**config.mk**
```make
export PLATFORM = sky130hd
export DESIGN_NAME = bus_xfer_seq
export DESIGN_NICKNAME = d
export VERILOG_FILES = /design/src/rtl/bus_xfer_seq.sv
export SDC_FILE = /design/constraint.sdc
export NUM_CORES = 1
export LEC_CHECK = 0
export ABC_AREA = 1
export CORE_AREA = 8 8 59 61
export DETAILED_ROUTE_END_ITERATION = 7
export DIE_AREA = 0 0 67 69
export DONT_BUFFER_PORTS = 1
export GPL_ROUTABILITY_DRIVEN = 0
export GPL_TIMING_DRIVEN = 0
export PLACE_DENSITY = 0.6
export SKIP_CTS_REPAIR_TIMING = 1
export SKIP_LAST_GASP = 1
export SYNTH_ARGS = -nofsm -noshare
export SYNTH_HDL_FRONTEND = slang
export SYNTH_SLANG_ARGS = --single-unit
```
**constraint.sdc**
```tcl
create_clock -name clk -period 1.6 [get_ports clk]
set_input_delay 0.32 -clock clk [delete_from_list [all_inputs] [get_ports clk]]
set_output_delay 0.32 -clock clk [all_outputs]
set_load 0.005 [all_outputs]
```
**src/rtl/bus_xfer_seq.sv**
```systemverilog
// ---------------------------------------------------------------------------
// bus_xfer_seq -- initiator for the shared 1-bit register bus.
//
// Accepts one register-transfer command at a time and expands it into 1-3
// bus cycles. It generates the load (r_in) and drive (r_out) strobes for the
// bus-attached register cells, and the strobes for a temp register and an
// external bus driver. At most one driver and one loader are active per
// cycle.
//
// Handshake: a command transfers on the rising edge where
// cmd_valid && cmd_ready. cmd_ready is high only in IDLE and depends on
// state alone. op/src/dst are captured on that edge. The inputs are then
// ignored until the sequencer returns to IDLE. cmd_valid may stay high.
//
// Ports:
//   clk        system clock, rising-edge active
//   reset      synchronous active-low reset
//   cmd_valid  command present
//   cmd_ready  sequencer idle and able to accept
//   cmd_op     00 MOV, 01 SWAP, 10 LOAD (external -> dst), 11 NOP
//   cmd_src    source register index
//   cmd_dst    destination register index
//   r_in       per-register load strobe (one-hot or zero)
//   r_out      per-register bus-drive enable (one-hot or zero)
//   tmp_in     temp register load strobe
//   tmp_out    temp register bus-drive enable
//   ext_out    external source bus-drive enable
//   done       final step of the current command
//   err        with done: command rejected (index out of range)
//   dbg_state  current FSM state (0 IDLE, 1 S1, 2 S2, 3 S3)
// ---------------------------------------------------------------------------
module bus_xfer_seq #(
    parameter int NREG = 8,
    parameter int SELW = 3
) (
    input  logic            clk,
    input  logic            reset,
    input  logic            cmd_valid,
    output logic            cmd_ready,
    input  logic [1:0]      cmd_op,
    input  logic [SELW-1:0] cmd_src,
    input  logic [SELW-1:0] cmd_dst,
    output logic [NREG-1:0] r_in,
    output logic [NREG-1:0] r_out,
    output logic            tmp_in,
    output logic            tmp_out,
    output logic            ext_out,
    output logic            done,
    output logic            err,
    output logic [1:0]      dbg_state
);

    localparam logic [1:0] OP_MOV  = 2'b00;
    localparam logic [1:0] OP_SWAP = 2'b01;
    localparam logic [1:0] OP_LOAD = 2'b10;
    localparam logic [1:0] OP_NOP  = 2'b11;

    // One extra bit so the compare also works when NREG == 2**SELW.
    localparam logic [SELW:0] NREG_LIM = (SELW+1)'(NREG);

    typedef enum logic [1:0] {
        ST_IDLE = 2'd0,
        ST_S1   = 2'd1,
        ST_S2   = 2'd2,
        ST_S3   = 2'd3
    } state_t;

    state_t          state_q, state_d;
    logic [1:0]      op_q, op_d;
    logic [SELW-1:0] src_q, src_d;
    logic [SELW-1:0] dst_q, dst_d;

    logic src_bad, dst_bad, uses_src, uses_dst, cmd_err, same_idx;

    function automatic logic [NREG-1:0] onehot(input logic [SELW-1:0] idx);
        logic [NREG-1:0] v;
        v = '0;
        for (int i = 0; i < NREG; i++) begin
            v[i] = (idx == SELW'(i));
        end
        return v;
    endfunction

    // All decode works on the captured command, so the strobes never carry
    // a combinational path from the cmd_* inputs.
    always_comb begin
        src_bad  = ({1'b0, src_q} >= NREG_LIM);
        dst_bad  = ({1'b0, dst_q} >= NREG_LIM);
        uses_src = (op_q == OP_MOV) || (op_q == OP_SWAP);
        uses_dst = (op_q != OP_NOP);
        // The range check takes priority over the src==dst shortcut.
        cmd_err  = (uses_src && src_bad) || (uses_dst && dst_bad);
        same_idx = uses_src && (src_q == dst_q);
    end

    always_comb begin
        state_d   = state_q;
        op_d      = op_q;
        src_d     = src_q;
        dst_d     = dst_q;
        cmd_ready = 1'b0;
        r_in      = '0;
        r_out     = '0;
        tmp_in    = 1'b0;
        tmp_out   = 1'b0;
        ext_out   = 1'b0;
        done      = 1'b0;
        err       = 1'b0;

        case (state_q)
            ST_IDLE: begin
                cmd_ready = 1'b1;
                if (cmd_valid) begin
                    op_d    = cmd_op;
                    src_d   = cmd_src;
                    dst_d   = cmd_dst;
                    state_d = ST_S1;
                end
            end
            ST_S1: begin
                if (cmd_err) begin
                    done    = 1'b1;
                    err     = 1'b1;
                    state_d = ST_IDLE;
                end else if (op_q == OP_SWAP && !same_idx) begin
                    // SWAP step 1: park src in the temp register.
                    r_out   = onehot(src_q);
                    tmp_in  = 1'b1;
                    state_d = ST_S2;
                end else begin
                    done    = 1'b1;
                    state_d = ST_IDLE;
                    if (op_q == OP_MOV && !same_idx) begin
                        r_out = onehot(src_q);
                        r_in  = onehot(dst_q);
                    end else if (op_q == OP_LOAD) begin
                        ext_out = 1'b1;
                        r_in    = onehot(dst_q);
                    end
                end
            end
            ST_S2: begin
                // SWAP step 2: dst overwrites src.
                r_out   = onehot(dst_q);
                r_in    = onehot(src_q);
                state_d = ST_S3;
            end
            ST_S3: begin
                // SWAP step 3: the saved src value goes into dst.
                tmp_out = 1'b1;
                r_in    = onehot(dst_q);
                done    = 1'b1;
                state_d = ST_IDLE;
            end
            default: state_d = ST_IDLE;
        endcase
    end

    always_ff @(posedge clk) begin
        if (!reset) begin
            state_q <= ST_IDLE;
            op_q    <= OP_NOP;
            src_q   <= '0;
            dst_q   <= '0;
        end else begin
            state_q <= state_d;
            op_q    <= op_d;
            src_q   <= src_d;
            dst_q   <= dst_d;
        end
    end

    assign dbg_state = state_q;

endmodule

```
# == Word level (Yosys, flattened, before mapping) ==
# Index checks and enable logic that the tools add are counted.
# totals
elab_cells,55
out_inout_bits,24
regBits,10
in_bits,11
# classes
eq_ne,21
mux,20
n_reduce_logical,10
# ops
cell,count
8-bit 2-to-1 mux,5
3-bit equality test (second input constant),8
8-bit case mux with 3 select lines,1
8-bit case mux with 2 select lines,1
3-bit by 2-bit equality test with 1-bit output (second input constant),4
1-bit 2-to-1 mux,9
2-bit case mux with 4 select lines,1
2-bit equality test (second input constant),3
3-bit by 1-bit equality test with 1-bit output (second input constant),2
3-bit zero test,2
2-bit by 1-bit equality test with 1-bit output (second input constant),2
2-bit zero test,2
2-bit 2-to-1 mux,2
3-bit equality test,1
1-bit logical AND,3
2-bit != test (second input constant),1
1-bit case mux with 2 select lines,1
2-bit AND reduction,1
1-bit zero test,1
1-bit logical OR,1

# == Longest topological paths before layout ==
# logic_depth
ltp_word,8
mapped_depth,8
mapped_depth_nobuf,8

# == Least setup slack after synthesis ==
# Ideal clock, no wire load.
# synth_path
path_kind,reg2out
start,register state_q[0] (netlist: dbg_state[0])
end,output r_in[0]
arrival_ns,1.317
path_buffers,2
required_time_ns,1.280
slack_ns,-0.037
stages_incl_launch_ff,7
cell_sequence,dfxtp_1 -> inv_1 -> ha_1 -> clkbuf_1 -> clkbuf_1 -> nand2_1 -> a21oi_2
# synth_between
elab_chain_cells,2
word_cells_on_any_way,4
cone_classes,3 x eq/ne; 1 x mux
# synth_lines
element,line,text
from (decl),68,"state_t state_q, state_d;"
from (signal assigned),166,state_q <= state_d;
2-bit equality test / 2-bit by 1-bit equality test with 1-bit output (equally long branches),110,case (state_q)
8-bit case mux with 3 select lines (*),110,
to (decl),43,"output logic [NREG-1:0] r_in,"
# Every way passes the cells marked *; elsewhere a longest branch is shown, timed or not.

==> results.toml <==
[yosys]
synth_edf_count = 0
synth_cell_types = 22
ys_ff_latch = 10
synth_seq_area_share = 0.229
synth_area_leaders = "dfxtp_1 (23%), nand2_1 (15%), nor3_1 (9.7%)"
avgSynthCellArea_um2 = 6.25
syn_inst = 140
ys.warnings.count = 0
syn-cell-area_um2 = 875
yosysTopAreaCell = "dfxtp_1"
ys.flop_type = "dfxtp_1"
synth_nets = 155
synth.top_cell.area_share = 0.229
synthArstFlopShare = 0
yosysMostFrequentCell = "nand2_1"
synth.cells.most_frequent = "nand2_1 (35), nor3_1 (17), a21oi_1 (16)"

[pwr]
p_switching_mw = 0.629
vdd_ir_drop_max_mv = 0.726
p_per_area_mw_per_mm2 = 1150
p_clk_frac = 0.175
p_leak_nw = 0.403
swShare = 0.471
combPwrFrac = 0.522
p_int_mw = 0.708
p_seq_frac = 0.303

[cells_and_area]
drive_above_1_share = 0.425
nets = 169
antenna_cells = 0
areaGrowthSynthToFinish_pct = 33.2
fillCellCount = 280
final-instance-count-excl-fill = 184

[setup_path]
crit_top_cell = "inv_4"
path_cells = "inv_4 -> ha_4 -> inv_4 -> nor3_4 -> nor2_2 -> nand2_4 -> nand2_1 -> a21oi_2"
worstSetupPathType = "register to output port"
critPathArrivalTime_ps = 1580
critical_path_buf_inv_count = 2
end_kind = "output port"
startpoint_type = "register"
cp_top_family = "simple AND/OR/NAND/NOR gates"
path_max_fanout = 8
max_stage_delay_ps = 380
cp.depth = 8
cp.required_ps = 1280
slowest_stage = "dfxtp_4"
worstRegToRegCells = 7

[floorplanning]
ios = 35
die_w_um = 67
rows = 19
die_area_mm2 = 0.00462
start_util = 0.334
fp.dieH_um = 69
coreArea_mm2 = 0.00262

[route]
drtPass1Iterations = 4
vias = 1000
wl_um = 2940
wire_per_inst_um = 16.0
antenna_left = 0
vias_per_cell = 5.43
drc = 0
initialDrtViolationCount = 64

[sta]
fin_crit_sh = 1.19
fin_crit_ps = 1900
hold-worst-slack_ps = 174
fin_setup_tns_ps = -4190
hold_viol_final = 0
fin_skew_ps = 10.3
max_freq_ghz = 0.527
rsz0062_at_grt = "true"
fin_ws_ps = -298
slew_violations = 0
setup_viol = 18

[cts]
ctsRootBufferMaster = "clkbuf_4"
clk_pin_slew_ps = 80
clkLatencyLatePin_ps = 270
cts.htree.levels = 1
cts_sinks = 10
cts_made_buffers = 3
cts_tree = "yes"
clockBufferDepth = 2

[global_route]
antenna_found_initial = 0
grt_usage = 0.120
first_global_vias = 952
grt_max_degree = 11
overflow = 0
grt_pass1_wl_um = 4530

[placement]
placement.io_buffers = 0
hpwl_um = 2110
place_ws_ps = -269
placedCellCount = 171

[worst_hold_path]
hold_depth = 2
hp-class = "primary input to register"
min_from = "cmd_op[0]"

[run_status]
status = "complete, but fails checks"
violations = "setup timing"

[run]
cap_viol_max_count = 0
-- power groups by stage --
stage,logic [mW],registers [mW],clock network (mW)
after CTS,0.507,0.371,0.238
after global placement,0.493,0.374,0
after global routing,0.785,0.413,0.251
after floorplan,0.402,0.357,0
after detailed placement,0.504,0.378,0
final,0.697,0.405,0.234
-- flip-flops by register name, summed over array words and instances (netlist names), named ones only --
name / count
src_q: 3
dst_q: 3
dbg_state: 1
op_q: 2
-- area by class of cell --
cell class,instances,area (um2),share of cell area
clock buffer,4,36.3,0.0311
buffer,6,40.0,0.0344
inverter,14,73.8,0.0634
timing repair buffer,10,80.1,0.0687
tap,31,38.8,0.0333
multi-input combinational,109,671,0.576
sequential,10,225,0.193
-- per-stage QoR --
step	area (um2)	power, mW	utilization
2_1_floorplan	876	0.759	-
3_3_place_gp	915	0.867	0.350
3_5_place_dp	915	0.881	0.350
4_1_cts	951	1.12	0.364
5_1_grt	1160	1.45	0.445
6_report	1160	1.34	0.445
-- worst reg2reg max path: cells and delay by family (launching register included) --
family	cells	cell delay (ps)
compound gates	2	260
simple gates	1	160
fa+ha+maj	1	160
buf+inv	3	430
flops	1	390
-- per-layer routing --
| layer | part of all wire | vias to the layer above | global-route usage |
|---|---|---|---|
| met1 | 0.43 | 471 | 0.140 |
| met5 | 0 | - | 0 |
| li1 | - | 494 | - |
| met3 | 0.071 | 6 | 0.0436 |
| met2 | 0.48 | 29 | 0.190 |
| met4 | 0.016 | 0 | 0.0465 |
-- cells by family (layout without fill, tap and decap cells) --
| family | Yosys count | in the layout | synth area share |
|---|---|---|---|
| xor+xnor | 1 | 1 | 0.0100 |
| other cells | 1 | 1 | 0.00429 |
| buf+inv | 21 | 34 | 0.104 |
| simple gates | 68 | 68 | 0.353 |
| fa+ha+maj | 4 | 4 | 0.0572 |
| flops | 10 | 10 | 0.229 |
| compound gates | 35 | 35 | 0.242 |
-- layout by cell type, fill, tap and decap left out --
master      Yosys  layout
ha_2            0       1
nor3_4          0       1
nand3_1        10      10
a21oi_2         8      13
nor2_1          3       1
o211ai_1        1       1
dfxtp_4         0       6
nor2_2          0       1
o21ai_0         8       8
nor2_4          0       1
inv_2           4       1
nor3_2          0       1
nand2_2         0       6
a31oi_1         1       1
clkbuf_8        0       1
inv_4           0       7
nand2_1        35      29
nor3_1         17      15
buf_2           1       2
a21o_1          1       1
ha_1            4       1
buf_6           1       3
inv_1          10       5
conb_1          1       1
clkbuf_4        0       4
dfxtp_1        10       2
ha_4            0       2
a21oi_1        16      11
clkbuf_2        0       1
dfxtp_2         0       2
nand3_2         2       2
xnor2_1         1       1
clkinvlp_4      0       1
clkbuf_1        4       1
buf_4           1       8
nand2_4         1       1
-- worst paths after layout --
kind              slack (ps)                    end
hold / removal           170   op_q[0]$_SDFFE_PN1P_
setup reg to reg         110  dst_q[2]$_SDFFE_PN0P_
hold reg to reg          530  src_q[2]$_SDFFE_PN0P_
setup / recovery        -300                r_in[5]
Note: power is estimated with default switching activity, not from simulation.
